`src/rtl/ram_sp_rr_arb_if.sv`:
```
// ram_sp_rr_arb bus: requester command/response lanes plus the RAM port.
// The arbiter takes the slave side; the client/RAM harness takes master.
interface ram_sp_rr_arb_if #(
  parameter int NUM_REQ        = 2,
  parameter int WORD_BIT_WIDTH = 32,
  parameter int DEPTH          = 8
);
  localparam int AW = $clog2(DEPTH);
  localparam int BW = WORD_BIT_WIDTH / 8;

  logic [NUM_REQ-1:0]                     i_req_valid;
  logic [NUM_REQ-1:0]                     o_req_ready;
  logic [NUM_REQ-1:0]                     i_req_we;
  logic [NUM_REQ-1:0][AW-1:0]             i_req_word_addr;
  logic [NUM_REQ-1:0][WORD_BIT_WIDTH-1:0] i_req_data;
  logic [NUM_REQ-1:0][BW-1:0]             i_req_byte_en;
  logic [NUM_REQ-1:0]                     o_rsp_valid;
  logic [WORD_BIT_WIDTH-1:0]              o_rsp_data;
  logic                                   o_ram_we;
  logic [AW-1:0]                          o_ram_word_addr;
  logic [WORD_BIT_WIDTH-1:0]              o_ram_data;
  logic [BW-1:0]                          o_ram_wr_byte_en;
  logic [WORD_BIT_WIDTH-1:0]              i_ram_data;
  logic                                   o_busy;

  modport slave (
    input  i_req_valid, i_req_we, i_req_word_addr,
    input  i_req_data, i_req_byte_en, i_ram_data,
    output o_req_ready, o_rsp_valid, o_rsp_data,
    output o_ram_we, o_ram_word_addr, o_ram_data,
    output o_ram_wr_byte_en, o_busy
  );

  modport master (
    output i_req_valid, i_req_we, i_req_word_addr,
    output i_req_data, i_req_byte_en, i_ram_data,
    input  o_req_ready, o_rsp_valid, o_rsp_data,
    input  o_ram_we, o_ram_word_addr, o_ram_data,
    input  o_ram_wr_byte_en, o_busy
  );
endinterface

```
`src/rtl/ram_sp_rr_arb.sv`:
```
// Round-robin arbiter sharing one single-port block RAM among requesters.
// Registers the winning command, tags reads, routes read data back.
module ram_sp_rr_arb #(
  parameter int NUM_REQ          = 2,
  parameter int WORD_BIT_WIDTH   = 32,
  parameter int DEPTH            = 8,
  parameter int RAM_READ_LATENCY = 1
) (
  input logic          i_clk,
  input logic          i_arst_n,
  ram_sp_rr_arb_if.slave bus
);
  localparam int AW = $clog2(DEPTH);
  localparam int BW = WORD_BIT_WIDTH / 8;
  localparam int PW = $clog2(NUM_REQ);
  localparam int TD = RAM_READ_LATENCY + 1;

  if (RAM_READ_LATENCY != 1 && RAM_READ_LATENCY != 2) begin : g_bad_lat
    $error("RAM_READ_LATENCY must be 1 or 2");
  end

  logic [PW-1:0]             ptr_q, ptr_d;
  logic [NUM_REQ-1:0]        grant;
  logic [PW-1:0]             win;
  logic                      xfer;
  logic                      ram_we_q, ram_we_d;
  logic [AW-1:0]             addr_q, addr_d;
  logic [WORD_BIT_WIDTH-1:0] wdata_q, wdata_d;
  logic [BW-1:0]             be_q, be_d;
  logic [TD-1:0]             tvld_q, tvld_d;
  logic [TD-1:0][PW-1:0]     tidx_q, tidx_d;
  logic [NUM_REQ-1:0]        rsp_vld_q, rsp_vld_d;
  logic [WORD_BIT_WIDTH-1:0] rsp_data_q, rsp_data_d;

  // Pick first valid requester after the pointer, wrapping around.
  always_comb begin : arb
    int j;
    logic [PW-1:0] idx;
    grant = '0;
    win   = '0;
    xfer  = 1'b0;
    j     = 0;
    idx   = '0;
    for (int i = 1; i <= NUM_REQ; i++) begin
      j = int'(ptr_q) + i;
      if (j >= NUM_REQ) j = j - NUM_REQ;
      idx = PW'(j);
      if (!xfer && bus.i_req_valid[idx]) begin
        xfer       = 1'b1;
        win        = idx;
        grant[idx] = 1'b1;
      end
    end
  end

  // Next pointer, command register, tag pipeline and response.
  always_comb begin
    logic wr;
    wr         = xfer & bus.i_req_we[win];
    ptr_d      = xfer ? win : ptr_q;
    ram_we_d   = wr;
    addr_d     = xfer ? bus.i_req_word_addr[win] : addr_q;
    wdata_d    = wr ? bus.i_req_data[win] : wdata_q;
    be_d       = wr ? bus.i_req_byte_en[win] : '0;
    tvld_d     = {tvld_q[TD-2:0], xfer & ~bus.i_req_we[win]};
    tidx_d     = {tidx_q[TD-2:0], win};
    rsp_vld_d  = '0;
    rsp_data_d = rsp_data_q;
    if (tvld_q[TD-1]) begin
      rsp_vld_d  = NUM_REQ'(1) << tidx_q[TD-1];
      rsp_data_d = bus.i_ram_data;
    end
  end

  // State registers; reset favours requester 0 and drops in-flight reads.
  always_ff @(posedge i_clk or negedge i_arst_n) begin
    if (!i_arst_n) begin
      ptr_q      <= PW'(NUM_REQ - 1);
      ram_we_q   <= 1'b0;
      addr_q     <= '0;
      wdata_q    <= '0;
      be_q       <= '0;
      tvld_q     <= '0;
      tidx_q     <= '0;
      rsp_vld_q  <= '0;
      rsp_data_q <= '0;
    end else begin
      ptr_q      <= ptr_d;
      ram_we_q   <= ram_we_d;
      addr_q     <= addr_d;
      wdata_q    <= wdata_d;
      be_q       <= be_d;
      tvld_q     <= tvld_d;
      tidx_q     <= tidx_d;
      rsp_vld_q  <= rsp_vld_d;
      rsp_data_q <= rsp_data_d;
    end
  end

  assign bus.o_req_ready      = grant;
  assign bus.o_ram_we         = ram_we_q;
  assign bus.o_ram_word_addr  = addr_q;
  assign bus.o_ram_data       = wdata_q;
  assign bus.o_ram_wr_byte_en = be_q;
  assign bus.o_rsp_valid      = rsp_vld_q;
  assign bus.o_rsp_data       = rsp_data_q;
  assign bus.o_busy           = |tvld_q;
endmodule

```
`src/flat_wrapper.sv`:
```
// flat-port wrapper written by rule: the top's interface ports become plain ports
module ram_sp_rr_arb_flat 
#(
  parameter int NUM_REQ          = 2,
  parameter int WORD_BIT_WIDTH   = 32,
  parameter int DEPTH            = 8,
  parameter int RAM_READ_LATENCY = 1
)
  (i_clk, i_arst_n, bus_i_req_valid, bus_i_req_we, bus_i_req_word_addr, bus_i_req_data, bus_i_req_byte_en, bus_i_ram_data, bus_o_req_ready, bus_o_rsp_valid, bus_o_rsp_data, bus_o_ram_we, bus_o_ram_word_addr, bus_o_ram_data, bus_o_ram_wr_byte_en, bus_o_busy);
  ram_sp_rr_arb_if #(.NUM_REQ(NUM_REQ), .WORD_BIT_WIDTH(WORD_BIT_WIDTH), .DEPTH(DEPTH)) bus_i ();
  input logic i_clk;
  input logic i_arst_n;
  input wire logic [$bits(bus_i.i_req_valid)-1:0] bus_i_req_valid;
  input wire logic [$bits(bus_i.i_req_we)-1:0] bus_i_req_we;
  input wire logic [$bits(bus_i.i_req_word_addr)-1:0] bus_i_req_word_addr;
  input wire logic [$bits(bus_i.i_req_data)-1:0] bus_i_req_data;
  input wire logic [$bits(bus_i.i_req_byte_en)-1:0] bus_i_req_byte_en;
  input wire logic [$bits(bus_i.i_ram_data)-1:0] bus_i_ram_data;
  output wire logic [$bits(bus_i.o_req_ready)-1:0] bus_o_req_ready;
  output wire logic [$bits(bus_i.o_rsp_valid)-1:0] bus_o_rsp_valid;
  output wire logic [$bits(bus_i.o_rsp_data)-1:0] bus_o_rsp_data;
  output wire logic [$bits(bus_i.o_ram_we)-1:0] bus_o_ram_we;
  output wire logic [$bits(bus_i.o_ram_word_addr)-1:0] bus_o_ram_word_addr;
  output wire logic [$bits(bus_i.o_ram_data)-1:0] bus_o_ram_data;
  output wire logic [$bits(bus_i.o_ram_wr_byte_en)-1:0] bus_o_ram_wr_byte_en;
  output wire logic [$bits(bus_i.o_busy)-1:0] bus_o_busy;
  assign bus_i.i_req_valid = bus_i_req_valid;
  assign bus_i.i_req_we = bus_i_req_we;
  assign bus_i.i_req_word_addr = bus_i_req_word_addr;
  assign bus_i.i_req_data = bus_i_req_data;
  assign bus_i.i_req_byte_en = bus_i_req_byte_en;
  assign bus_i.i_ram_data = bus_i_ram_data;
  assign bus_o_req_ready = bus_i.o_req_ready;
  assign bus_o_rsp_valid = bus_i.o_rsp_valid;
  assign bus_o_rsp_data = bus_i.o_rsp_data;
  assign bus_o_ram_we = bus_i.o_ram_we;
  assign bus_o_ram_word_addr = bus_i.o_ram_word_addr;
  assign bus_o_ram_data = bus_i.o_ram_data;
  assign bus_o_ram_wr_byte_en = bus_i.o_ram_wr_byte_en;
  assign bus_o_busy = bus_i.o_busy;
  ram_sp_rr_arb #(.NUM_REQ(NUM_REQ), .WORD_BIT_WIDTH(WORD_BIT_WIDTH), .DEPTH(DEPTH), .RAM_READ_LATENCY(RAM_READ_LATENCY)) u_core (.i_clk(i_clk), .i_arst_n(i_arst_n), .bus(bus_i));
endmodule
```
`config.mk`:
```
export PLATFORM = sky130hd
export DESIGN_NAME = ram_sp_rr_arb_flat
export DESIGN_NICKNAME = d
export VERILOG_FILES = /design/src/rtl/ram_sp_rr_arb_if.sv /design/src/rtl/ram_sp_rr_arb.sv /design/src/flat_wrapper.sv
export SDC_FILE = /design/constraint.sdc
export NUM_CORES = 1
export LEC_CHECK = 0
export CAP_MARGIN = 20
export CORE_MARGIN = 3
export CORE_UTILIZATION = 32
export DETAILED_ROUTE_END_ITERATION = 10
export PLACE_DENSITY = 0.76
export REMOVE_ABC_BUFFERS = 1
export SLEW_MARGIN = 20
export SYNTH_ARGS = -nofsm -noshare
export SYNTH_HDL_FRONTEND = slang
export SYNTH_SLANG_ARGS = --single-unit
```
`constraint.sdc`:
```
create_clock -name i_clk -period 1.6 [get_ports i_clk]
set_input_delay 0.24 -clock i_clk [delete_from_list [all_inputs] [get_ports i_clk]]
set_output_delay 0.24 -clock i_clk [all_outputs]
set_load 0.01 [all_outputs]
```
== Word level (Yosys, flattened, before mapping) ==
Index checks and enable logic that the tools add are counted.
Word-level totals
  bits in registers: 79
  bits of input ports: 116
  output and inout port bits: 77
  word-level logic and storage cells: 57
Cells by class
  add/subtract/negate cells: 4
  magnitude comparators: 7
  shifts and indexed selects: 1
  multiplexer cells: 26
  bitwise gates (word level): 4
  reductions and logical operators: 5
Operators with widths (count)
  $mux W32: 2
  $mux W1: 14
  $mux W4: 3
  $lt A1 B2 Y1 const B: 3
  $mux W2: 3
  $mux W3: 2
  $add A1 B2 Y3 const B: 1
  $ge A3 B2 Y1 const B: 1
  $logic_and A1 B1 Y1: 3
  $add A1 B1 Y2 const B: 1
  $and A1 B1 Y1: 2
  $demux W1 S1: 2
  $ge A1 B1 Y1 const B: 2
  $ge A2 B2 Y1 const B: 1
  $or A2 B2 Y2: 1
  $reduce_or A2 Y1: 1
  $shl A1 B1 Y2 const A: 1
  $sub A1 B1 Y1 const B: 2
  $logic_not A1 Y1: 1
  $not A1 Y1: 1

== Longest topological paths before layout ==
  depth after elaboration: 13
  mapped depth: 6

== Worst setup path after synthesis ==
OpenSTA, ideal clock, no wires.
  path kind: register -> register
  start: register u_core.ptr_q
  end: register u_core.wdata_q[10], in the netlist u_core.bus.o_ram_data[10]
  setup time: 0.125 ns
  arrival time: 1.600 ns
  setup slack: -0.125 ns
  stages on the path, launching flop included: 5
  path buffers: 1
  clock period less this slack: 1.725 ns
  cell sequence: dfstp_2 a21bo_4 clkbuf_1 mux2_2 mux2_4
Between the ends
  cells in the longest elaborated chain, start to end: 12
  elaborated cells between the ends (all ways): 23
  those cells by class: add/sub (4); order compare (2); mux (14); bitwise (1); reduce/logical (2)
RTL lines
  start, declared: RTL line ram_sp_rr_arb.sv:22  | logic [PW-1:0] ptr_q, ptr_d;
  start signal, assigned: RTL line ram_sp_rr_arb.sv:78  | ptr_q <= PW'(NUM_REQ - 1);
  start signal, assigned: RTL line ram_sp_rr_arb.sv:88  | ptr_q <= ptr_d;
  branches (longest 12 deep; another with $add A1 B2 Y3)
  end signal, assigned: RTL line ram_sp_rr_arb.sv:91  | wdata_q <= wdata_d;
  end, declared: RTL line ram_sp_rr_arb.sv:28  | logic [WORD_BIT_WIDTH-1:0] wdata_q, wdata_d;
Parallel ways; which one is timed is not known. The select of a mux whose other input is x is not followed.
A chain may end at the register's enable or synchronous reset.

== Worst setup path after layout ==
  start: register u_core.ptr_q
  end: register u_core.wdata_q[20], in the netlist u_core.bus.o_ram_data[20]
The elaborated chain is that of the path after synthesis.

==> results.json <==
{
  "dominantRegCellSynth": "dfrtp_1",
  "die-height_um": 110,
  "endpoint_kind": "flip-flop",
  "total_power_mw": 6.41,
  "grt_use_total_pct": 14.7,
  "setup.worst_path.start": "u_core.ptr_q$_DFFE_PN1P_",
  "htree_levels": 3,
  "drv_slew": 0,
  "ant_nets": 0,
  "period_needed_ns": 1.77,
  "p_comb_share_pct": 35.2,
  "clk_path_buf_depth": 2,
  "cts_made_buffers": 9,
  "worstPathMaxFanout": 12,
  "ys_ff_latch": 79,
  "synth_area_um2": 3490,
  "max_slew.worst_pin.slew_ns": 0.418,
  "power_density_nw_per_um2": 1060,
  "min_to": "u_core.tidx_q[1]$_DFF_PN0_",
  "rrSetupSlack_ns": -0.17,
  "finalCritPeriodShare_pct": 111,
  "cts_tree": "built",
  "synth-edff-count": 0,
  "first_pass_iters": 4,
  "rows": 37,
  "hold_viol_final": 0,
  "setup_viol": 32,
  "nFillCells": 878,
  "die_area_um2": 12200,
  "synth.area.top_cells": "dfrtp_1 (56%), mux2_2 (22%), mux2_4 (12%)",
  "hp-class": "reg -> reg",
  "critPathLaunchType": "flip-flop",
  "finClkSkew_ns": 0.00921,
  "dp_hpwl_mm": 6.80,
  "switching_share_pct": 25.8,
  "drive_gt1_share_pct": 34.5,
  "critical_path_class": "reg -> reg",
  "netlist.area_leader.share_pct": 55.9,
  "synth_most_common_cell": "dfrtp_1",
  "synth_cell_types": 22,
  "syn_inst": 221,
  "failed_checks": "negative setup slack",
  "synthArstFlopShare_pct": 100,
  "p_clk_share_pct": 24.4,
  "synthTopCellsByCount": "dfrtp_1 (78), mux2_2 (67), mux2_4 (29)",
  "drt_wl_total_mm": 9.37,
  "p_int_mw": 4.75,
  "die_w_um": 110,
  "diodes": 0,
  "drt_iter0_markers": 65,
  "power_frac_seq_pct": 40.4,
  "grt_max_degree": 80,
  "holdPathStages": 0,
  "min-delay-start": "u_core.tidx_d[1]$_DFF_PN0_",
  "fin_ws_ns": -0.169,
  "yosys_warnings": 0,
  "cap_violations": 0,
  "nets": 555,
  "r2r-start": "u_core.ptr_q$_DFFE_PN1P_",
  "required_ns": 1.82,
  "post-route-drc-count": 0,
  "grt_pass1_vias": 2840,
  "yosysTopAreaCell": "dfrtp_1",
  "clk_latency_ns": 0.34,
  "fin_util_pct": 58.0,
  "via_per_inst": 4.49,
  "place.gp.congestion": 0.778,
  "syn_avg_cell_area_um2": 15.8,
  "p_leak_nw": 2.61,
  "start_util_pct": 33.4,
  "ioPinCount": 193,
  "design.core.area_um2": 10500,
  "ir_drop_v": 0.000432,
  "grt_pass1_wl_mm": 14.4,
  "fmax_mhz": 565,
  "maxSlewHeadroom_pct": 72.1,
  "area_growth_pct": 73.9,
  "cts-root-buf": "clkbuf_8",
  "wire_per_inst_um": 16.2,
  "grt_overflow_total": 0,
  "status": "complete, but fails checks",
  "worstPathArrival_ns": 1.99,
  "clkTransAtPathRegs_ns": 0.08,
  "seq_area_frac_synth_pct": 56.7,
  "reg2regPathDepth": 5,
  "antenna_found_initial": 0,
  "rsz0062_at_grt": "yes",
  "p_sw_mw": 1.66,
  "r2r_end": "u_core.bus.o_ram_data[20]$_DFFE_PN0P_",
  "vias": 2603,
  "port_buffers": 192,
  "numClockSinks": 79
}
-- state kept, by name, indices dropped and copies added (netlist names) --
name and flops:
u_core.bus.o_ram_data 32, u_core.bus.o_rsp_data 32, u_core.bus.o_ram_wr_byte_en 4, u_core.bus.o_ram_word_addr 3, u_core.bus.o_rsp_valid 2, u_core.tvld_q 2, u_core.bus.o_ram_we 1, u_core.ptr_q 1
u_core.tidx_d 1, u_core.tidx_q 1
-- worst max-delay path by stage --
stage / to / cells past startpoint / slack (ns)
global placement: u_core.bus.o_ram_data[29]$_DFFE_PN0P_ / 7 / -0.33
finish: u_core.bus.o_ram_data[20]$_DFFE_PN0P_ / 5 / -0.17
detailed placement: u_core.bus.o_ram_data[31]$_DFFE_PN0P_ / 7 / -0.38
floorplan: u_core.bus.o_ram_data[0]$_DFFE_PN0P_ / 5 / -0.51
global route: u_core.bus.o_ram_data[26]$_DFFE_PN0P_ / 6 / -0.23
CTS: u_core.bus.o_ram_data[8]$_DFFE_PN0P_ / 6 / -0.15
-- metrics by stage --
stage	area (µm²)	worst slack, ns	TNS, ns	hold WS [ns]	instances
finish	6070	-0.169	-3.81	0.352	580
global route	6070	-0.229	-5.81	0.358	580
CTS	5980	-0.155	-2.85	0.355	576
detailed placement	5640	-0.380	-11.69	0.298	553
global placement	5640	-0.327	-9.97	0.293	553
floorplan	3400	-0.505	-16.35	-0.0556	210
-- cell type report --
class                           instances  area [µm²]  area share, %
Tap cell                              136         170           2.80
Sequential cell                        79        1980           32.6
Timing Repair Buffer                  218        2240           36.9
Multi-Input combinational cell        126        1440           23.7
Inverter                                5        21.3          0.351
Clock inverter                          4        51.3          0.846
Clock buffer                           12         165           2.72
-- power groups by stage --
stage	combinational [mW]	sequential [mW]	clock [mW]
floorplan	0.669	2.80	0
global placement	2.13	2.62	0
detailed placement	2.17	2.62	0
CTS	2.24	2.60	1.62
global route	2.38	2.64	1.71
finish	2.26	2.59	1.56
-- kinds of logic after synthesis --
| kind of cell | count (synthesis) | synth area share [%] |
|---|---|---|
| compound gates | 14 | 3.87 |
| mux | 96 | 34.1 |
| buf+inv | 16 | 3.01 |
| simple gates | 16 | 2.33 |
| flops | 79 | 56.7 |
-- critical path, cell delays in order (launching register included) --
cell	delay [ns]
dfstp_2	0.57
a21bo_4	0.15
buf_4	0.17
buf_12	0.16
mux2_2	0.35
mux2_4	0.26
-- placed cells by master (no fill, tap or decap), types with 2 or more instances in the layout --
cell type	netlist	final
buf_6	6	5
a211o_1	3	3
a21oi_1	4	4
dfrtp_1	78	78
clkbuf_8	0	12
buf_4	0	16
dlygate4sd2_1	0	2
and2b_1	3	3
bufbuf_16	0	2
mux2_2	67	62
nand2_1	9	8
clkdlybuf4s50_1	0	187
o221a_2	3	3
buf_12	0	3
mux2_4	29	34
inv_2	2	3
-- layer usage --
| layer | global-route usage (%) | wire (µm) | vias up |
|---|---|---|---|
| li1 | - | - | 1225 |
| met5 | 0 | 0 | - |
| met1 | 17.1 | 3850 | 1248 |
| met3 | 4.93 | 714 | 5 |
| met2 | 25.3 | 4740 | 125 |
| met4 | 4.68 | 58 | 0 |
-- repair_timing --
item | 4_1_cts | 5_1_grt
setup endpoints to repair | 35 | 34
resized for setup | 19 | 9
setup buffers | 4 | 2
pin swaps | 1 | 3
cloned | 2 | 2
hold buffers | 1 | 0
endpoints found under the hold margin | 78 | 0
(Power assumes the default switching activity.)
